[src/rtl/vec_packer_pkg.sv]
// Shared word-detect parameters and small helpers for the vector packer.
package vec_packer_pkg;

  // Element width shared across the word-detect datapath.
  localparam int WD_BW        = 8;
  // Defaults; the parent overrides these from NUM_FILTERS / FRAME_LEN.
  localparam int WD_PACK_LEN  = 8;
  localparam int WD_FRAME_LEN = 50;

  // Counter width for a modulo-n counter, kept at least one bit wide.
  function automatic int cnt_width(input int n);
    return (n > 1) ? $clog2(n) : 1;
  endfunction

endpackage

[src/rtl/vec_packer.sv]
// Packs PACK_LEN consecutive scalar conv outputs into one vector beat with
// valid/last/ready handshaking, frame tracking and a sticky framing error.
module vec_packer
  import vec_packer_pkg::*;
#(
  parameter int BW        = WD_BW,
  parameter int PACK_LEN  = WD_PACK_LEN,
  parameter int FRAME_LEN = WD_FRAME_LEN
) (
  input  logic                   clk_i,
  input  logic                   rst_i,
  input  logic [BW-1:0]          data_i,
  input  logic                   valid_i,
  input  logic                   last_i,
  output logic                   ready_o,
  output logic [PACK_LEN*BW-1:0] data_o,
  output logic                   valid_o,
  output logic                   last_o,
  input  logic                   ready_i,
  output logic                   err_o
);

  localparam int DW = PACK_LEN * BW;
  localparam int EW = cnt_width(PACK_LEN);
  localparam int VW = cnt_width(FRAME_LEN);
  localparam logic [EW-1:0] ELEM_MAX = EW'(PACK_LEN - 1);
  localparam logic [VW-1:0] VEC_MAX  = VW'(FRAME_LEN - 1);

  logic [DW-1:0] acc_q, acc_d;
  logic [DW-1:0] data_q, data_d;
  logic [EW-1:0] elem_cnt_q, elem_cnt_d;
  logic [VW-1:0] vec_cnt_q, vec_cnt_d;
  logic          valid_q, valid_d;
  logic          last_q, last_d;
  logic          err_q, err_d;

  logic          accept;
  logic          elem_full;
  logic          frame_full;
  logic          closing;
  logic          close_last;
  logic [DW-1:0] merged;

  // The output register can take a new vector whenever it is empty or being drained.
  assign ready_o = !valid_q || ready_i;

  assign data_o  = data_q;
  assign valid_o = valid_q;
  assign last_o  = last_q;
  assign err_o   = err_q;

  // Handshake qualifiers and the accumulator with the incoming element merged in.
  always_comb begin
    accept     = valid_i && ready_o;
    elem_full  = (elem_cnt_q == ELEM_MAX);
    frame_full = (vec_cnt_q == VEC_MAX);
    closing    = accept && (elem_full || last_i);
    close_last = last_i || frame_full;
    merged     = acc_q;
    for (int k = 0; k < PACK_LEN; k++) begin
      if (elem_cnt_q == EW'(k)) merged[k*BW +: BW] = data_i;
    end
  end

  // Next-state for accumulator, counters, output register and error flag.
  always_comb begin
    // NOTE: every target gets a hold value first so no path leaves it unassigned, which would infer a latch.
    acc_d      = acc_q;
    data_d     = data_q;
    elem_cnt_d = elem_cnt_q;
    vec_cnt_d  = vec_cnt_q;
    valid_d    = valid_q;
    last_d     = last_q;
    err_d      = err_q;

    if (accept) begin
      if (closing) begin
        acc_d      = '0;
        elem_cnt_d = '0;
        data_d     = merged;
        last_d     = close_last;
        vec_cnt_d  = close_last ? '0 : vec_cnt_q + VW'(1);
        err_d      = err_q
                   | (last_i && !elem_full)
                   | (last_i && !frame_full)
                   | (frame_full && !last_i);
      end else begin
        acc_d      = merged;
        elem_cnt_d = elem_cnt_q + EW'(1);
      end
    end

    if (closing)      valid_d = 1'b1;
    else if (ready_i) valid_d = 1'b0;
  end

  // State registers with synchronous reset.
  always_ff @(posedge clk_i) begin
    // NOTE: non-blocking assignments so every register samples pre-edge values regardless of statement order.
    if (rst_i) begin
      // NOTE: the data registers are reset too, so data_o reads zero and a partial vector is dropped.
      acc_q      <= '0;
      data_q     <= '0;
      elem_cnt_q <= '0;
      vec_cnt_q  <= '0;
      valid_q    <= 1'b0;
      last_q     <= 1'b0;
      err_q      <= 1'b0;
    end else begin
      acc_q      <= acc_d;
      data_q     <= data_d;
      elem_cnt_q <= elem_cnt_d;
      vec_cnt_q  <= vec_cnt_d;
      valid_q    <= valid_d;
      last_q     <= last_d;
      err_q      <= err_d;
    end
  end

endmodule

[config.mk]
export PLATFORM = sky130hd
export DESIGN_NAME = vec_packer
export DESIGN_NICKNAME = d
export VERILOG_FILES = /design/src/rtl/vec_packer_pkg.sv /design/src/rtl/vec_packer.sv
export SDC_FILE = /design/constraint.sdc
export NUM_CORES = 1
export LEC_CHECK = 0
export ABC_AREA = 1
export CAP_MARGIN = 20
export CELL_PAD_IN_SITES_DETAIL_PLACEMENT = 0
export CELL_PAD_IN_SITES_GLOBAL_PLACEMENT = 1
export CORE_ASPECT_RATIO = 1.5
export CORE_UTILIZATION = 42
export CTS_CLUSTER_DIAMETER = 120
export DETAILED_ROUTE_END_ITERATION = 8
export PLACE_DENSITY = 0.87
export SETUP_SLACK_MARGIN = 0.1
export SKIP_LAST_GASP = 1
export SYNTH_ARGS = -nofsm -noshare
export SYNTH_HDL_FRONTEND = slang
export SYNTH_SLANG_ARGS = --single-unit
export TNS_END_PERCENT = 100
[constraint.sdc]
create_clock -name clk_i -period 3.8 [get_ports clk_i]
set_clock_uncertainty 0.15 [all_clocks]
set_input_delay 0.95 -clock clk_i [delete_from_list [all_inputs] [get_ports clk_i]]
set_output_delay 0.95 -clock clk_i [all_outputs]
set_load 0.03 [all_outputs]
## Yosys cells after proc, flatten, opt, wreduce, memory -nomap -nowiden

Index checks and enable logic that the tools add are counted.

- Bits in registers: 140
- Output and inout bits: 68

- Add/sub/neg operators: 2
- Equal/unequal tests: 8
- Multiplexer cells: 13
- Bitwise operators: 3
- Reduce and logical (&&, ||, !) cells: 15

Operator list:

| kind | count |
|---|---|
| $mux 64 | 1 |
| $mux 8 | 8 |
| $eq 3x3->1 const B | 4 |
| $add 6x1->6 const B | 1 |
| $eq 3x2->1 const B | 2 |
| $eq 6x6->1 const B | 1 |
| $mux 6 | 1 |
| $logic_and 1x1->1 | 5 |
| $logic_not 1->1 | 4 |
| $add 3x1->3 const B | 1 |
| $eq 3x1->1 const B | 1 |
| $logic_not 3->1 | 1 |
| $logic_or 1x1->1 | 3 |
| $mux 3 | 1 |
| $or 1x1->1 | 3 |
| $mux 1 | 2 |
| $reduce_and 2->1 | 1 |
| $reduce_bool 2->1 | 1 |

## Depth between registers and ports, before layout

Gate-level depths: netlist of the first run.

- Depth in word-level cells: 6
- Mapped depth: 10

## Worst setup path before layout of the first run

OpenSTA, ideal clock, no wires.

- Path type: input-to-output
- Start: in ready_i
- End: out ready_o
- Arrival: 1.134 ns
- Data required time: 2.700 ns
- Path slack: 1.566 ns
- Cell stages on the path: 2
- Cells stage by stage: inv_2 > nand2_2

- Word-level cells in the longest chain between the ends: 1

RTL lines:

| item | RTL line | text |
|---|---|---|
| start, declared | vec_packer.sv:19 | `input logic ready_i,` |
| $logic_or 1x1->1 | vec_packer.sv:45 | `assign ready_o = !valid_q \|\| ready_i;` |
| end, declared | vec_packer.sv:15 | `output logic ready_o,` |

Every way passes these cells.

## Worst setup path after layout of the first run

Ends and elaborated chain as after synthesis.

==> results of run 1 <==
## worst min-delay path by stage
stage	slack, ns	end	depth (start not counted)	from
final	0.31	data_o[4]	2	data_o[4]
after floorplan	0.29	acc_q[0]	2	acc_q[0]
after detailed placement	0.30	data_o[26]	2	data_o[26]
after global routing	0.33	data_o[26]	2	data_o[26]
after global placement	0.29	err_o	2	err_o
after CTS	0.31	data_o[4]	2	data_o[4]
## cells by family (layout without fill, tap and decap cells)
logic type,after synthesis,in the layout,synth area share (%)
AND/OR/NAND/NOR,372,372,24.9
flip-flops,140,140,47.7
buffers and inverters,104,170,7.77
adder cells (fa/ha/maj),8,8,1.70
AO/OA/AOI/OAI,202,202,18.0
## layout make-up
class	count	area, um2
Fill cell	1270	6260
Sequential cell	140	2800
Multi-Input combinational cell	582	2620
Timing Repair Buffer	86	856
Clock buffer	22	484
Tap cell	162	203
Inverter	52	195
Clock inverter	10	185
## critical path, delay by kind of cell
family                 cells  cell delay [ns]
buffers and inverters      3             1.19
and+or+nand+nor            1             0.08
## Yosys cell counts (2+ instances only)
master / number / area [um2]
nand2_1: 238 / 893
a21oi_1: 140 / 701
dfxtp_1: 140 / 2800
nor2_1: 119 / 447
o21ai_0: 50 / 250
inv_1: 47 / 176
buf_2: 28 / 140
clkbuf_1: 14 / 52.6
a21oi_2: 11 / 96.3
ha_1: 8 / 100
buf_4: 6 / 45.0
nand3_1: 6 / 30.0
inv_2: 5 / 18.8
nand2_4: 3 / 33.8
nand4_1: 3 / 18.8
buf_1: 2 / 7.51
## state kept, by name, summed over array words and instances, names as in the netlist
signal      cells
last_o          1
valid_o         1
data_o         64
elem_cnt_q      3
vec_cnt_q       6
acc_q          64
err_o           1
## report_power, final
group,internal (mW),switching [mW],leakage [nW]
Combinational,0.0544,0.154,1.27
Clock,1.23,0.612,0.326
Sequential,1.48,0.00912,1.13
## through the flow
step / utilization, % / instances / hold slack, ns / power, mW / setup slack [ns]
floorplan: - / 826 / 0.295 / 1.66 / 1.57
finish: 54.0 / 1054 / 0.307 / 3.55 / 0.489
global route: 54.0 / 1054 / 0.328 / 3.67 / 0.458
detailed placement: 49.1 / 1022 / 0.304 / 1.73 / 0.483
CTS: 54.0 / 1054 / 0.313 / 3.58 / 0.485
global placement: 49.1 / 1022 / 0.290 / 1.73 / 0.482
## layer usage
metal / global-route usage, % / vias to the layer above
met2: 36.3 / 118
met4: 8.81 / 0
li1: - / 2729
met5: 0 / -
met1: 24.8 / 2454
met3: 4.09 / 18
==> results.md, run 1 <==
- CP endpoint: ready_o
- DP HPWL: 9200 um
- Worst EP arrival: 2.21 ns
- Crit path required time: approximately 2.7 ns
- Syn Nets: 847
- Crit path kind: in2out
- Vias: ~5300
- Synth warn: 0
- Highest Signal Layer: met4
- Post-synth EDFFs: 0
- Min cycle time layout: 3.31 ns
- Avg Cell Area, Syn: 7.11 um2
- Vias in the first global route: 5032
- Period utilisation layout: 87.1%
- Core Region: between 10000 and 15000 um2
- Placed cell area: 6670 um2
- Buffers on Ports: 80
- Status: complete, no violations
- Share of cells above drive strength 1: 6.73%
- Lkg Pwr: 2.73 nW
- Crit path launch type: primary input
- RSZ-0062 raised after global routing: false
- Fraction of registers with async set/reset: 0%
- Final wirelength: 14400 um
- Post-synth top flop: dfxtp_1
- VDD IR-drop max: 0.328 mV
- First-pass GRT wire length: 23900 um
- Cell Rows: 52
- Initial Util: 43.2%
- Slew Viols, Final: 0
- Mapped Area: 5870 um2
- Average wire per standard cell: 13.7 um
- P&R area growth vs syn: 25.0%
- CP Capture Type: output port
- Commonest cells after routing, fill and taps aside: nand2_1 (238), a21oi_1 (140), dfxtp_1 (140), nor2_1 (119), clkdlybuf4s50_1 (79)
- Die height: 147 um
- Most common cell after layout, fill and taps aside: nand2_1
- Fmax: 0.302 GHz
- Post_cts resized: 0
- DRT iter0 DRCs: 276
- Die Span X: around 100 um
- CTS Root Cell: clkbuf_16
- Via density: 5.05
- Slew @ Worst Pin: 0.765 ns
- First-pass DRT Iterations: 5
- Design area: 7340 um2
- CTS Buf Count: 17
- Total grt overflow: 0
- Crit-path slowest cell: clkdlybuf4s50_1
- Met3 wire len: between 500 and 600 um
- Slew HR: 49.0%
- Max-capacitance violation count: 0
- Min-Delay Path Class: reg2reg
- Clk slew on worst S/H paths: 0.06 ns
- Final Wtd Congestion: just under 0.8
- Synth Instances: 826
- R2R Path Start: elem_cnt_q[0]
- Largest net degree at the start of global routing: 72
- CTS tree: yes
- Worst R2R End: data_o[7]
- Postcts setup bufs: 0
- # setup viols final: 0
- Residual DRC count: 0
- Seq cells post-synth: 140
- Final hold viol count: 0
- Pwr Density: 483 nW/um2
- Total negative slack: 0 ns
- CP cell instances: clkdlybuf4s50_1 -> inv_2 -> nand2_2 -> clkdlybuf4s50_1
- Antenna Violating Nets Remaining: 0
- Cell variety after synth: 22
- Inserted Diodes: 0
- Setup slack, reg-to-reg: 1.17 ns
- Critical Path Fanout Max: 3
- Met2 wire length: between 7000 and 8000 um
- H-tree depth: 4
- Maximum root-to-sink buffer count: 2
- Antenna violations before repair: 0
- # hold bufs at CTS: 0
- CP Launch Point: ready_i
- Clock Sinks: 140
- Die area: approximately 14000 um2
- I/O Pins: between 80 and 90
- Sequential fraction of the synthesis area: 47.7%
- Final net count: 900
- GRT Total Usage: 20.8%
- Worst-Skew Late Latency: 0.41 ns
- Most frequent cell on the critical path: clkdlybuf4s50_1
- Register-to-Register Path Depth: 8
- Worst path max stage delay: 0.68 ns
- Wire length on met1: 6390 um
No activity file was read; power rests on OpenSTA's default activity.
==> inputs of run 2 (changes only) <==
--- a/config.mk
+++ b/config.mk
@@ -6,6 +6,7 @@
 export NUM_CORES = 1
 export LEC_CHECK = 0
 export ABC_AREA = 1
+export ABC_CLOCK_PERIOD_IN_PS = 3800
 export CAP_MARGIN = 20
 export CELL_PAD_IN_SITES_DETAIL_PLACEMENT = 0
 export CELL_PAD_IN_SITES_GLOBAL_PLACEMENT = 1
==> results of run 2 <==
The final DEF is identical to that of run 1; final timing and power are the same.
